`config.mk`:
```
export PLATFORM = sky130hd
export DESIGN_NAME = seq_alu
export DESIGN_NICKNAME = d
export VERILOG_FILES = /design/src/rtl/seq_alu_pkg.sv /design/src/rtl/seq_alu_mul.sv /design/src/rtl/seq_alu.sv
export SDC_FILE = /design/constraint.sdc
export NUM_CORES = 1
export LEC_CHECK = 0
export ABC_CLOCK_PERIOD_IN_PS = 6270
export BUFFER_PORTS_ARGS = -buffer_cell sky130_fd_sc_hd__buf_2
export CAP_MARGIN = 25
export CORE_UTILIZATION = 45
export CTS_BUF_LIST = sky130_fd_sc_hd__clkbuf_8
export CTS_CLUSTER_SIZE = 28
export DETAILED_ROUTE_END_ITERATION = 12
export PLACE_DENSITY = 0.66
export SLEW_MARGIN = 20
export SYNTH_ARGS = -nofsm -noshare
export SYNTH_HDL_FRONTEND = slang
export SYNTH_SLANG_ARGS = --single-unit
```
`constraint.sdc`:
```
create_clock -name clk -period 6.27 [get_ports clk]
set_input_delay 0 -clock clk [delete_from_list [all_inputs] [get_ports clk]]
set_output_delay 0 -clock clk [all_outputs]
set_load 0.02 [all_outputs]
```
`src/rtl/seq_alu_pkg.sv`:
```
// Shared definitions for the sequential ALU: op codes and controller states.
package seq_alu_pkg;

  localparam logic [2:0] OP_PASS_A   = 3'd0;
  localparam logic [2:0] OP_PASS_B   = 3'd1;
  localparam logic [2:0] OP_ADD      = 3'd2;
  localparam logic [2:0] OP_SUB      = 3'd3;
  localparam logic [2:0] OP_ACC_ADD  = 3'd4;
  localparam logic [2:0] OP_ACC_LOAD = 3'd5;
  localparam logic [2:0] OP_MUL      = 3'd6;
  localparam logic [2:0] OP_RSVD     = 3'd7;

  typedef enum logic [1:0] {
    ST_IDLE = 2'd0,
    ST_BUSY = 2'd1,
    ST_DONE = 2'd2
  } state_t;

endpackage

```
`src/rtl/seq_alu_mul.sv`:
```
// Shift-add multiplier: one multiplier bit per cycle, WIDTH cycles per product.
// done is asserted during the final step and product already includes that
// step's partial product, so the caller can register the result on the same edge.
module seq_alu_mul
  import seq_alu_pkg::*;
#(
  parameter int WIDTH = 10
) (
  input  logic             clk,
  input  logic             rst_n,
  input  logic             start,
  input  logic [WIDTH-1:0] a,
  input  logic [WIDTH-1:0] b,
  output logic             done,
  output logic [WIDTH-1:0] product
);

  localparam int CW = $clog2(WIDTH + 1);

  logic [WIDTH-1:0] mcand_reg;
  logic [WIDTH-1:0] mplier_reg;
  logic [WIDTH-1:0] sum_reg;
  logic [CW-1:0]    count_reg;
  logic [WIDTH-1:0] sum_next;

  // Partial-product accumulation; only the low WIDTH bits are ever needed.
  always_comb begin
    sum_next = sum_reg + (mplier_reg[0] ? mcand_reg : '0);
  end

  assign done    = (count_reg == CW'(1));
  assign product = sum_next;

  // Load operands on start, then shift one multiplier bit per cycle until the count runs out.
  always_ff @(posedge clk or negedge rst_n) begin
    if (!rst_n) begin
      mcand_reg  <= '0;
      mplier_reg <= '0;
      sum_reg    <= '0;
      count_reg  <= '0;
    end else if (start) begin
      mcand_reg  <= a;
      mplier_reg <= b;
      sum_reg    <= '0;
      count_reg  <= CW'(WIDTH);
    end else if (count_reg != '0) begin
      sum_reg    <= sum_next;
      mcand_reg  <= mcand_reg << 1;
      mplier_reg <= mplier_reg >> 1;
      count_reg  <= count_reg - CW'(1);
    end
  end

endmodule

```
`src/rtl/seq_alu.sv`:
```
// Sequential ALU with valid/ready handshakes on both sides, an internal
// accumulator and a multi-cycle multiplier. Results and flags are held
// in DONE until the consumer takes them.
module seq_alu
  import seq_alu_pkg::*;
#(
  parameter int WIDTH = 10
) (
  input  logic             clk,
  input  logic             rst_n,
  input  logic [WIDTH-1:0] a,
  input  logic [WIDTH-1:0] b,
  input  logic [2:0]       op,
  input  logic             in_valid,
  output logic             in_ready,
  output logic [WIDTH-1:0] y,
  output logic             is_zero,
  output logic             carry,
  output logic             overflow,
  output logic             err,
  output logic             out_valid,
  input  logic             out_ready
);

  state_t           state_reg;
  logic [WIDTH-1:0] acc_reg;
  logic [WIDTH-1:0] y_reg;
  logic             carry_reg;
  logic             overflow_reg;
  logic             err_reg;
  logic             out_valid_reg;

  logic [WIDTH:0]   add_ext;
  logic [WIDTH:0]   sub_ext;
  logic [WIDTH:0]   acc_ext;
  logic [WIDTH-1:0] res_y;
  logic             res_c;
  logic             res_v;
  logic             res_e;

  logic             mul_start;
  logic             mul_done;
  logic [WIDTH-1:0] mul_product;

  assign in_ready  = (state_reg == ST_IDLE);
  assign mul_start = in_valid && (state_reg == ST_IDLE) && (op == OP_MUL);

  seq_alu_mul #(.WIDTH(WIDTH)) u_mul (
    .clk     (clk),
    .rst_n   (rst_n),
    .start   (mul_start),
    .a       (a),
    .b       (b),
    .done    (mul_done),
    .product (mul_product)
  );

  // Single-cycle result and flags for every op except MUL.
  always_comb begin
    add_ext = {1'b0, a} + {1'b0, b};
    sub_ext = {1'b0, a} - {1'b0, b};
    acc_ext = {1'b0, acc_reg} + {1'b0, a};
    res_y   = '0;
    res_c   = 1'b0;
    res_v   = 1'b0;
    res_e   = 1'b0;
    case (op)
      OP_PASS_A:   res_y = a;
      OP_PASS_B:   res_y = b;
      OP_ADD: begin
        res_y = add_ext[WIDTH-1:0];
        res_c = add_ext[WIDTH];
        res_v = (a[WIDTH-1] == b[WIDTH-1]) && (add_ext[WIDTH-1] != a[WIDTH-1]);
      end
      OP_SUB: begin
        res_y = sub_ext[WIDTH-1:0];
        res_c = (a < b);
        res_v = (a[WIDTH-1] != b[WIDTH-1]) && (sub_ext[WIDTH-1] != a[WIDTH-1]);
      end
      OP_ACC_ADD: begin
        res_y = acc_ext[WIDTH-1:0];
        res_c = acc_ext[WIDTH];
        res_v = (acc_reg[WIDTH-1] == a[WIDTH-1]) && (acc_ext[WIDTH-1] != a[WIDTH-1]);
      end
      OP_ACC_LOAD: res_y = a;
      OP_RSVD:     res_e = 1'b1;
      default:     res_y = '0;
    endcase
  end

  // Controller: accept in IDLE, wait out the multiplier in BUSY, hold results in DONE.
  always_ff @(posedge clk or negedge rst_n) begin
    if (!rst_n) begin
      state_reg     <= ST_IDLE;
      acc_reg       <= '0;
      y_reg         <= '0;
      carry_reg     <= 1'b0;
      overflow_reg  <= 1'b0;
      err_reg       <= 1'b0;
      out_valid_reg <= 1'b0;
    end else begin
      case (state_reg)
        ST_IDLE: begin
          if (in_valid) begin
            if (op == OP_MUL) begin
              state_reg <= ST_BUSY;
            end else begin
              y_reg         <= res_y;
              carry_reg     <= res_c;
              overflow_reg  <= res_v;
              err_reg       <= res_e;
              out_valid_reg <= 1'b1;
              state_reg     <= ST_DONE;
              if (op == OP_ACC_ADD || op == OP_ACC_LOAD) begin
                acc_reg <= res_y;
              end
            end
          end
        end
        ST_BUSY: begin
          if (mul_done) begin
            y_reg         <= mul_product;
            carry_reg     <= 1'b0;
            overflow_reg  <= 1'b0;
            err_reg       <= 1'b0;
            out_valid_reg <= 1'b1;
            state_reg     <= ST_DONE;
          end
        end
        ST_DONE: begin
          if (out_ready) begin
            out_valid_reg <= 1'b0;
            state_reg     <= ST_IDLE;
          end
        end
        default: state_reg <= ST_IDLE;
      endcase
    end
  end

  assign y         = y_reg;
  assign is_zero   = (y_reg == '0);
  assign carry     = carry_reg;
  assign overflow  = overflow_reg;
  assign err       = err_reg;
  assign out_valid = out_valid_reg;

endmodule
```
; Word level (Yosys, flattened, before mapping)
; Index checks and enable logic that the tools add are counted.
[totals]
register_bits = 60
output_inout_bits = 16
elab_cells = 93
in_bits = 27
[classes]
n_addsub = 5
eq_ne = 20
order_cmp = 1
reduce_logical = 18
n_mux = 37
bitwise = 1
[op_table]
columns = cell, count
row1 = 2-to-1 mux 10 bit, 10
row2 = one-hot mux 10 bit (5 select lines), 1
row3 = adder 10 x 10 -> 11 bit, 2
row4 = one-hot mux 10 bit (2 select lines), 1
row5 = "== test 3 bit, second input constant", 4
row6 = 2-to-1 mux 1 bit, 12
row7 = adder 10 bit, 1
row8 = zero test 10 bit, 1
row9 = < comparator 10 bit, 1
row10 = subtractor 10 bit, 1
row11 = one-hot mux 1 bit (3 select lines), 3
row12 = 2-to-1 mux 2 bit, 4
row13 = 2-to-1 mux 4 bit, 2
row14 = "!= test 2 bit, second input constant", 4
row15 = AND reduction 4 bit, 2
row16 = "== test 3 x 2 -> 1 bit, second input constant", 2
row17 = one-hot mux 1 bit (2 select lines), 3
row18 = one-hot mux 2 bit (3 select lines), 1
row19 = logical AND 1 bit, 5
row20 = AND reduction 5 bit, 1
row21 = "== test 4 x 1 -> 1 bit, second input constant", 1
row22 = != test 1 bit, 4
row23 = nonzero test 2 bit, 2
row24 = nonzero test 4 bit, 1
row25 = 12 further kinds, 13

; Depth between registers and ports, before layout
; Gate-level depths: netlist (run 1).
[depth]
word_depth = 7
ltp_mapped = 11
depth_no_buf = 10

; Cells and area by module
; A second synthesis (run 1) with hierarchy kept.
[hier_totals]
hier_cells = 602
area_unflattened_um2 = 5114.9
[by_module_without_submodules]
columns = mod, area_each_um2, cells_per_inst, seq_area_each_um2, instances
row1 = seq_alu, 3103.0, 381, 650.6, 1
row2 = seq_alu_mul, 2011.9, 221, 850.8, 1

; Worst setup path after synthesis (run 1)
; No wires, ideal clock.
[synth_path]
path_kind = register -> register
start = register u_mul.mplier_reg[0]
end = register y_reg[8], in the netlist y[8]
n_path_buf = 1
setup_ns = 0.141
stages_incl_launch_ff = 11
synth_period_minus_slack_ns = 2.462
setup_slack_ns = 3.808
arrival_ns = 2.321
required_ns = 6.129
cell_sequence = dfrtp_1 -> clkbuf_1 -> and2_1 -> ha_1 -> fa_1 -> a21o_1 -> a211oi_1 -> nor2_1 -> o41ai_1 -> xor2_1 -> o221ai_1
[synth_between]
elab_chain_len = 4
[synth_rtl]
columns = item, line_no
row1 = from (decl), seq_alu_mul.sv:21  ; logic [WIDTH-1:0] mplier_reg;
row2 = from (signal assigned), seq_alu_mul.sv:49  ; mplier_reg <= mplier_reg >> 1;
row3 = 2-to-1 mux 10 bit, seq_alu_mul.sv:28  ; sum_next = sum_reg + (mplier_reg[0] ? mcand_reg : '0);
row4 = adder 10 bit, seq_alu_mul.sv:28
row5 = 2-to-1 mux 10 bit, seq_alu.sv:121  ; if (mul_done) begin
row6 = one-hot mux 10 bit (2 select lines), seq_alu.sv:102  ; case (state_reg)
row7 = to (signal assigned), seq_alu.sv:108  ; y_reg <= res_y;
row8 = to (signal assigned), seq_alu.sv:122  ; y_reg <= mul_product;
row9 = to (decl), seq_alu.sv:27  ; logic [WIDTH-1:0] y_reg;
; Every way passes these cells. The select of a mux whose other input is x is not followed.
; A chain may end at the register's enable or synchronous reset.

; Worst setup path in the final report (run 1)
[layout_path]
start = input b[1]
end = register y_reg[5], in the netlist y[5]
[layout_between]
elab_chain_len = 5
word_cells_on_any_way = 6
classes_between = add/sub (2) / mux (4)
[layout_rtl]
columns = item, line_no
row1 = from (decl), seq_alu.sv:12  ; input logic [WIDTH-1:0] b,
row2 = subtractor 10 bit / adder 10 x 10 -> 11 bit (equally long branches), "seq_alu.sv:61, seq_alu.sv:60"
row3 = one-hot mux 10 bit (5 select lines) (*), seq_alu.sv:67  ; case (op)
row4 = 2-to-1 mux 10 bit (*), seq_alu.sv:105  ; if (op == OP_MUL) begin
row5 = 2-to-1 mux 10 bit (*), seq_alu.sv:104  ; if (in_valid) begin
row6 = one-hot mux 10 bit (2 select lines) (*), seq_alu.sv:102
; Every way passes the cells marked *; elsewhere a longest branch is shown, timed or not. The select of a mux whose other input is x is not followed.

==> impl_metrics.env, run 1 <==
export IMPL_tightest_slew_ps=906.4
export IMPL_power_density_mw_per_mm2=352.4
export IMPL_cp_max_fo=4
export IMPL_reg2reg_slack_ps=3610
export IMPL_pwr_share_comb_pct=46.2
export IMPL_cp_endpoint="y[5]$_DFFE_PN0P_"
export IMPL_vias=4349
export IMPL_fmax_mhz=360.7
export IMPL_final_cell_mix="nand2_1, dfrtp_1, o21ai_0"
export IMPL_hold_path_class="primary input to flop"
export IMPL_track_usage_pct=24.51
export IMPL_drtPass1Iterations=4
export IMPL_fin_crit_sh_pct=44.22
export IMPL_grt_pass1_wl_um=21420
export IMPL_peakVddDrop_v=0.0001872
export IMPL_die_y_um=105.2
export IMPL_max_slew_margin_pct=38.01
export IMPL_vias_per_cell=5.692
export IMPL_p_clk_share_pct=20.6
export IMPL_die_area_mm2=0.01107
export IMPL_critical_path_startpoint_type="primary input"
export IMPL_seqPwrFrac_pct=33.3
export IMPL_routabilityCongestion=0.9160
export IMPL_critPathKind="primary input to flop"
export IMPL_power_total_mw=1.948
export IMPL_final_max_slew_violation_count=0
export IMPL_fp_dieW_um=105.2
export IMPL_port_buffers=42
export IMPL_p_sw_share_pct=40.77
export IMPL_drtIter0Drc=301
export IMPL_antenna_found_initial=0
export IMPL_ys_warn_count=0
export IMPL_globalRouteOverflowTotal=0
export IMPL_boundaryPins=43
export IMPL_ctsRootBufferMaster="clkbuf_8"
export IMPL_clkSinkCount=60
export IMPL_dp_hpwl_um=9333
export IMPL_antenna_cells=0
export IMPL_clkLatencyLatePin_ps=350
export IMPL_outcome="complete, no violations"
export IMPL_cts_resized=0
export IMPL_drc=0
export IMPL_stdcell_count=764
export IMPL_power_internal_mw=1.154
export IMPL_crit_arrival_ps=2960
export IMPL_cp_startpoint="b[1]"
export IMPL_slowest_delay_ps=810
export IMPL_nFillCells=959
export IMPL_cts_tree="done"
export IMPL_dpl_worst_slack_ps=3666
export IMPL_fin_crit_ps=2773
export IMPL_layout_commonest_cell="nand2_1"
export IMPL_cp_required_ps=6460
export IMPL_core_area_mm2=0.01032
export IMPL_clkSlewWorstSetupHoldPaths_ps=70
export IMPL_syn_inst=573
export IMPL_numCtsBuffers=9
export IMPL_leakagePower_nw=2.605
export IMPL_ant_nets=0
export IMPL_ff2ff_path_depth=8
export IMPL_syn_area_per_cell_um2=8.365
export IMPL_yosys_most_used_dff="dfrtp_1"
export IMPL_hold_viol=0
export IMPL_setup_viol_count_final=0
export IMPL_worstPathCellList="dlygate4sd3_1, buf_2, inv_1, ha_1, nand2b_1, a221oi_1, o21bai_1, mux2i_1, nor2_1, a2111oi_0, o21ai_0"
export IMPL_cpMaxStageDelayCell="a2111oi_0"
export IMPL_utilization_pct=53.56
export IMPL_wl_per_cell_um=16.65
export IMPL_synth_top_area_share_pct=31.32
export IMPL_grt_start_max_net_pins=61
export IMPL_grt_setup_unrepaired="no"
export IMPL_synth_fp_nets=646
export IMPL_clock_skew_ps=12.77
export IMPL_rows=37
export IMPL_yosysSeqAreaShare_pct=31.32
export IMPL_routed_wl_um=12720
export IMPL_yosys_top_cells_area="dfrtp_1, ha_1, nand2_1"
export IMPL_r2r_start="acc_reg[1]$_DFFE_PN0P_"
export IMPL_mappedNetlistArea_mm2=0.004793
export IMPL_cts_buffer_depth=2
export IMPL_drive_gt1_share_pct=11.78
export IMPL_layout_setup_ws_ps=3497
export IMPL_grt_pass1_vias=4414
export IMPL_async_flop_share_pct=100.0
export IMPL_synth_distinct_cells=59
export IMPL_ys_ff_latch=60
export IMPL_timing_rr_end="y[9]$_DFFE_PN0P_"
export IMPL_synth_edff_count=0
export IMPL_p_sw_mw=0.7943
export IMPL_synthToLayoutAreaGrowth_pct=15.35
export IMPL_cap_violations=0
export IMPL_dp_cells=727
export IMPL_finalSetupTns_ps=0
export IMPL_final_nets=697
export IMPL_crit_path_end_kind="flop"
export IMPL_cts_htree_levels=3
export IMPL_start_util_pct=46.43
export IMPL_synth_top_cell_by_area="dfrtp_1"
[repair_timing]
action,4_1_cts,5_1_grt
setup buffers,0,0
hold buffers,22,0
endpoints found under the hold margin,82,0
[area by class of cell]
cell class	instances	area [µm²]	share of cell area, %
flip-flops and latches	60	1501	27.16
repair buffers	68	460.4	8.328
inverters	31	116.4	2.105
clock inverters	4	72.57	1.313
clock buffers	11	151.4	2.738
well taps	136	170.2	3.078
multi-input cells	454	3057	55.28
[critical path: cells and delay by family]
| kind | cells | cell delay (ps) |
|---|---|---|
| AO/OA/AOI/OAI | 4 | 1480 |
| AND/OR/NAND/NOR | 2 | 250 |
| multiplexers | 1 | 190 |
| buffers and inverters | 3 | 810 |
| adder cells (fa/ha/maj) | 1 | 250 |
[cells by family (layout without fill, tap and decap cells)]
| kind of cell | after synthesis | in the layout | synth area share [%] |
|---|---|---|---|
| adder cells (fa/ha/maj) | 46 | 46 | 12.63 |
| flip-flops | 60 | 60 | 31.32 |
| AO/OA/AOI/OAI | 175 | 175 | 23.52 |
| AND/OR/NAND/NOR | 178 | 178 | 16.52 |
| multiplexers | 32 | 32 | 6.761 |
| XOR/XNOR | 23 | 23 | 4.203 |
| buffers and inverters | 59 | 114 | 5.038 |
[cells in the mapped netlist, types with 4 or more instances]
master,instances
a211oi_1,11
a21o_1,6
a21oi_1,39
a221oi_1,4
a22oi_1,8
a31oi_1,6
and2_1,11
buf_2,10
clkbuf_1,15
dfrtp_1,60
fa_1,4
ha_1,42
inv_1,31
mux2i_1,29
nand2_1,81
nand2b_1,11
nand3_1,7
nor2_1,46
nor2b_1,5
nor3_1,5
o21a_1,4
o21ai_0,56
o221ai_1,6
o22ai_1,4
xnor2_1,14
xor2_1,9
[stage by stage]
| stage | hold WS, ps | instance area [µm²] |
|---|---|---|
| 2_1_floorplan | -295.6 | 4793 |
| 3_3_place_gp | 217.4 | 5085 |
| 3_5_place_dp | 220.2 | 5085 |
| 4_1_cts | 9.514 | 5529 |
| 5_1_grt | 49.41 | 5529 |
| 6_report | 19.02 | 5529 |
[power groups by stage]
stage	combinational (mW)	clock (mW)	sequential [mW]
after floorplan	0.625	0	0.669
after global placement	0.861	0	0.647
after detailed placement	0.882	0	0.653
after CTS	0.896	0.407	0.648
after global routing	1.00	0.422	0.667
final	0.899	0.401	0.648
[worst min-delay path by stage]
| stage | startpoint | endpoint | slack (ps) | cells past startpoint |
|---|---|---|---|---|
| 2_1_floorplan | rst_n | acc_reg[0]$_DFFE_PN0P_ | -300 | 0 |
| 3_3_place_gp | rst_n | u_mul.count_reg[2]$_DFFE_PN0P_ | 220 | 2 |
| 3_5_place_dp | rst_n | u_mul.count_reg[2]$_DFFE_PN0P_ | 220 | 2 |
| 4_1_cts | a[6] | u_mul.mcand_reg[6]$_DFFE_PN0P_ | 10 | 3 |
| 5_1_grt | a[6] | u_mul.mcand_reg[6]$_DFFE_PN0P_ | 50 | 3 |
| 6_report | a[6] | u_mul.mcand_reg[6]$_DFFE_PN0P_ | 20 | 3 |
[routing by layer]
layer	track usage, %	up-vias	share of wire (%)
met2	41.26	126	48
met4	6.036	0	1.1
met1	32.39	2081	46
met3	4.429	16	5.2
li1	-	2126	-
met5	0	-	0
Note: power is estimated with default switching activity, not from simulation.
==> run 2, diff against run 1 <==
--- a/config.mk
+++ b/config.mk
@@ -5,14 +5,15 @@
 export SDC_FILE = /design/constraint.sdc
 export NUM_CORES = 1
 export LEC_CHECK = 0
-export ABC_CLOCK_PERIOD_IN_PS = 6270
+export ABC_AREA = 1
+export ABC_CLOCK_PERIOD_IN_PS = 2500
 export BUFFER_PORTS_ARGS = -buffer_cell sky130_fd_sc_hd__buf_2
 export CAP_MARGIN = 25
 export CORE_UTILIZATION = 45
 export CTS_BUF_LIST = sky130_fd_sc_hd__clkbuf_8
 export CTS_CLUSTER_SIZE = 28
 export DETAILED_ROUTE_END_ITERATION = 12
-export PLACE_DENSITY = 0.66
+export PLACE_DENSITY = 0.68
 export SLEW_MARGIN = 20
 export SYNTH_ARGS = -nofsm -noshare
 export SYNTH_HDL_FRONTEND = slang
==> constraint.sdc (replaced) <==
create_clock -name clk -period 2.5 [get_ports clk]
set_input_delay 0 -clock clk [delete_from_list [all_inputs] [get_ports clk]]
set_output_delay 0 -clock clk [all_outputs]
set_load 0.02 [all_outputs]
==> run 2 against run 1 <==
Largest cell class unchanged; flip-flop and latch count is the same; register-to-register slack lost 3300 ps; cell count increased by 23%; clock power grew to 2.7 times the previous value; setup slack lost 3300 ps; global-route usage grew 4.0 points; critical path type unchanged; area after synthesis up 5.2%; worst hold slack improved by 1.1 ps; synthesized cell count grew 29%; sequential power increased to 2.8 times the previous value.
==> impl_metrics.env, run 2 <==
export IMPL_final_max_slew_violation_count=0
export IMPL_cap_violations=0
export IMPL_synth_fp_nets=813
export IMPL_critPathBufInv=4
export IMPL_finalSetupTns_ps=0
export IMPL_clkLatencyLatePin_ps=330
export IMPL_numCtsBuffers=9
export IMPL_ys_warn_count=0
export IMPL_cts_setup_buffers=0
export IMPL_fin_crit_ps=2263
export IMPL_hold_path_class="primary input to flop"
export IMPL_outcome="complete, no violations"
export IMPL_final_cell_mix="nand2_1, inv_1, nor2_1"
export IMPL_crit_arrival_ps=2490
export IMPL_ctsRootBufferMaster="clkbuf_8"
export IMPL_dp_hpwl_um=12380
export IMPL_vias_per_cell=5.490
export IMPL_multi_input_area_mm2=0.003060
export IMPL_cts_buffer_depth=2
export IMPL_synth_top_area_share_pct=29.76
export IMPL_synth_top_cell_by_area="dfrtp_1"
export IMPL_peakVddDrop_v=0.0005368
export IMPL_cp_max_fo=9
export IMPL_cts_htree_levels=3
export IMPL_crit_family="buffers and inverters"
export IMPL_drive_gt1_share_pct=11.43
export IMPL_start_util_pct=46.33
export IMPL_postLayoutCellArea_mm2=0.005708
export IMPL_layout_commonest_cell="nand2_1"
export IMPL_clock_skew_ps=7.744
export IMPL_ff_latch_area_mm2=0.001501
export IMPL_fmax_mhz=441.9
export IMPL_yosysSeqAreaShare_pct=29.76
export IMPL_antenna_cells=0
export IMPL_routed_wl_um=15620
export IMPL_die_area_mm2=0.01164
export IMPL_yosys_top_cells_area="dfrtp_1, nand2_1, ha_1"
export IMPL_layout_setup_ws_ps=237.1
export IMPL_yosysMostFrequentCell="nand2_1"
export IMPL_ant_nets=0
export IMPL_dp_cells=913
export IMPL_routabilityCongestion=0.9873
export IMPL_tightest_slew_ps=698.3
export IMPL_worstPathCellList="dlygate4sd3_1, buf_2, inv_1, ha_1, inv_1, nand2_1, o21bai_1, nand2_1, nand3_1, o21ai_0, nand3_1, nand2_1, nand2_1"
export IMPL_antenna_found_initial=0
export IMPL_leakagePower_nw=3.139
export IMPL_wl_per_cell_um=16.68
export IMPL_grt_setup_unrepaired="no"
export IMPL_syn_inst=740
export IMPL_cp_required_ps=2730
export IMPL_clkSinkCount=60
export IMPL_nFillCells=1102
export IMPL_grt_pass1_wl_um=25190
export IMPL_async_flop_share_pct=100.0
export IMPL_fp_dieW_um=107.9
export IMPL_drtPass1Iterations=5
export IMPL_synth_distinct_cells=36
export IMPL_boundaryPins=43
export IMPL_reg2reg_slack_ps=300
export IMPL_crit_top_cell="nand2_1"
export IMPL_cpMaxStageDelayCell="dlygate4sd3_1"
export IMPL_slowest_delay_ps=520
export IMPL_crit_path_end_kind="flop"
export IMPL_ys_ff_latch=60
export IMPL_grt_pass1_vias=5038
export IMPL_critical_path_startpoint_type="primary input"
export IMPL_track_usage_pct=28.48
export IMPL_critPathKind="primary input to flop"
export IMPL_power_density_mw_per_mm2=1093
export IMPL_fin_crit_sh_pct=90.52
export IMPL_rows=38
export IMPL_die_y_um=107.9
export IMPL_yosys_most_used_dff="dfrtp_1"
export IMPL_dpl_worst_slack_ps=335.8
export IMPL_setup_viol_count_final=0
export IMPL_synth_edff_count=0
export IMPL_stdcell_count=936
export IMPL_grt_start_max_net_pins=33
export IMPL_clkSlewWorstSetupHoldPaths_ps=70
export IMPL_vias=5139
export IMPL_hold_viol=0
export IMPL_core_area_mm2=0.01089
export IMPL_port_buffers=42
export IMPL_placedInstanceArea_mm2=0.005398
export IMPL_synthToLayoutAreaGrowth_pct=13.14
export IMPL_mappedNetlistArea_mm2=0.005045
export IMPL_final_nets=864
export IMPL_max_slew_margin_pct=53.45
export IMPL_globalRouteOverflowTotal=0
export IMPL_power_total_mw=6.241
export IMPL_cts_tree="done"
export IMPL_drtIter0Drc=433
export IMPL_synth_common_cells="nand2_1, inv_1, nor2_1"
export IMPL_syn_area_per_cell_um2=6.817
export IMPL_drc=0
run 2: cell types whose count changed after synthesis, sizes merged, moves of 11 or more:
cell	change
mux2i	-29
xnor2	-12
nand2b	-11
a211oi	-13
nand2	+124
and2	-11
nand3	+50
o22ai	+15
inv	+77
nand4	+16
o21ai	-24
nor2	+33
run 2: cells by family (layout without fill, tap and decap cells):
group / count (synthesis) / in the layout / share of synthesized area, %
AND/OR/NAND/NOR: 377 / 377 / 32.24
AO/OA/AOI/OAI: 125 / 125 / 14.86
buffers and inverters: 123 / 179 / 9.573
flip-flops: 60 / 60 / 29.76
adder cells (fa/ha/maj): 46 / 46 / 12.00
XOR/XNOR: 9 / 9 / 1.563
run 2: repair_timing:
item / in CTS / in global routing
hold buffers: 7 / 0
setup endpoints to repair: 0 / 0
hold endpoints to repair: 36 / 0
resized for setup: 0 / 0
run 2: path summary, 6_finish.rpt:
kind / startpoint / endpoint / depth (start not counted)
max: b[5] / carry$_DFFE_PN0P_ / 13
min: a[0] / u_mul.mcand_reg[0]$_DFFE_PN0P_ / 3
max reg2reg: u_mul.mplier_reg[0]$_DFFE_PN0P_ / y[4]$_DFFE_PN0P_ / 10
min reg2reg: carry$_DFFE_PN0P_ / carry$_DFFE_PN0P_ / 2
max in group asynchronous: rst_n / u_mul.sum_reg[8]$_DFFE_PN0P_ / 3
min in group asynchronous: rst_n / y[6]$_DFFE_PN0P_ / 2
run 2: final cells by class:
class,instances,area share (%)
inverter,108,7.102
timing repair buffer,55,5.699
tap,140,3.069
multi-input combinational,557,53.62
clock inverter,7,2.039
clock buffer,9,2.170
sequential,60,26.30
run 2: per-layer routing:
metal / vias up / part of all wire, % / track usage, %
met5: - / 0 / 0
met4: 0 / 3.5 / 11.64
met3: 37 / 5.9 / 4.298
met2: 199 / 45 / 45.65
met1: 2379 / 46 / 38.20
li1: 2524 / - / -
run 2: power breakdown:
group | leakage, nW | total [mW] | switching (mW) | internal, mW
Sequential | 0.751 | 1.81 | 0.368 | 1.44
Combinational | 2.26 | 3.37 | 2.19 | 1.18
Clock | 0.125 | 1.07 | 0.406 | 0.660
Total | 3.14 | 6.24 | 2.97 | 3.27
run 2: per-stage QoR:
stage / hold slack, ps / utilization (%)
final: 20.08 / 52.42
after global routing: 10.30 / 52.42
after CTS: 0.6118 / 52.42
after detailed placement: 83.88 / 49.57
after global placement: 80.09 / 49.57
after floorplan: -295.6 / -
run 2: worst register-to-register path: cells and delay by family, from the launching register on:
kind,cells,cell delay (ps)
compound gates,2,200
xor+xnor,1,290
simple gates,4,410
fa+ha+maj,2,650
buf+inv,1,60
flops,1,480
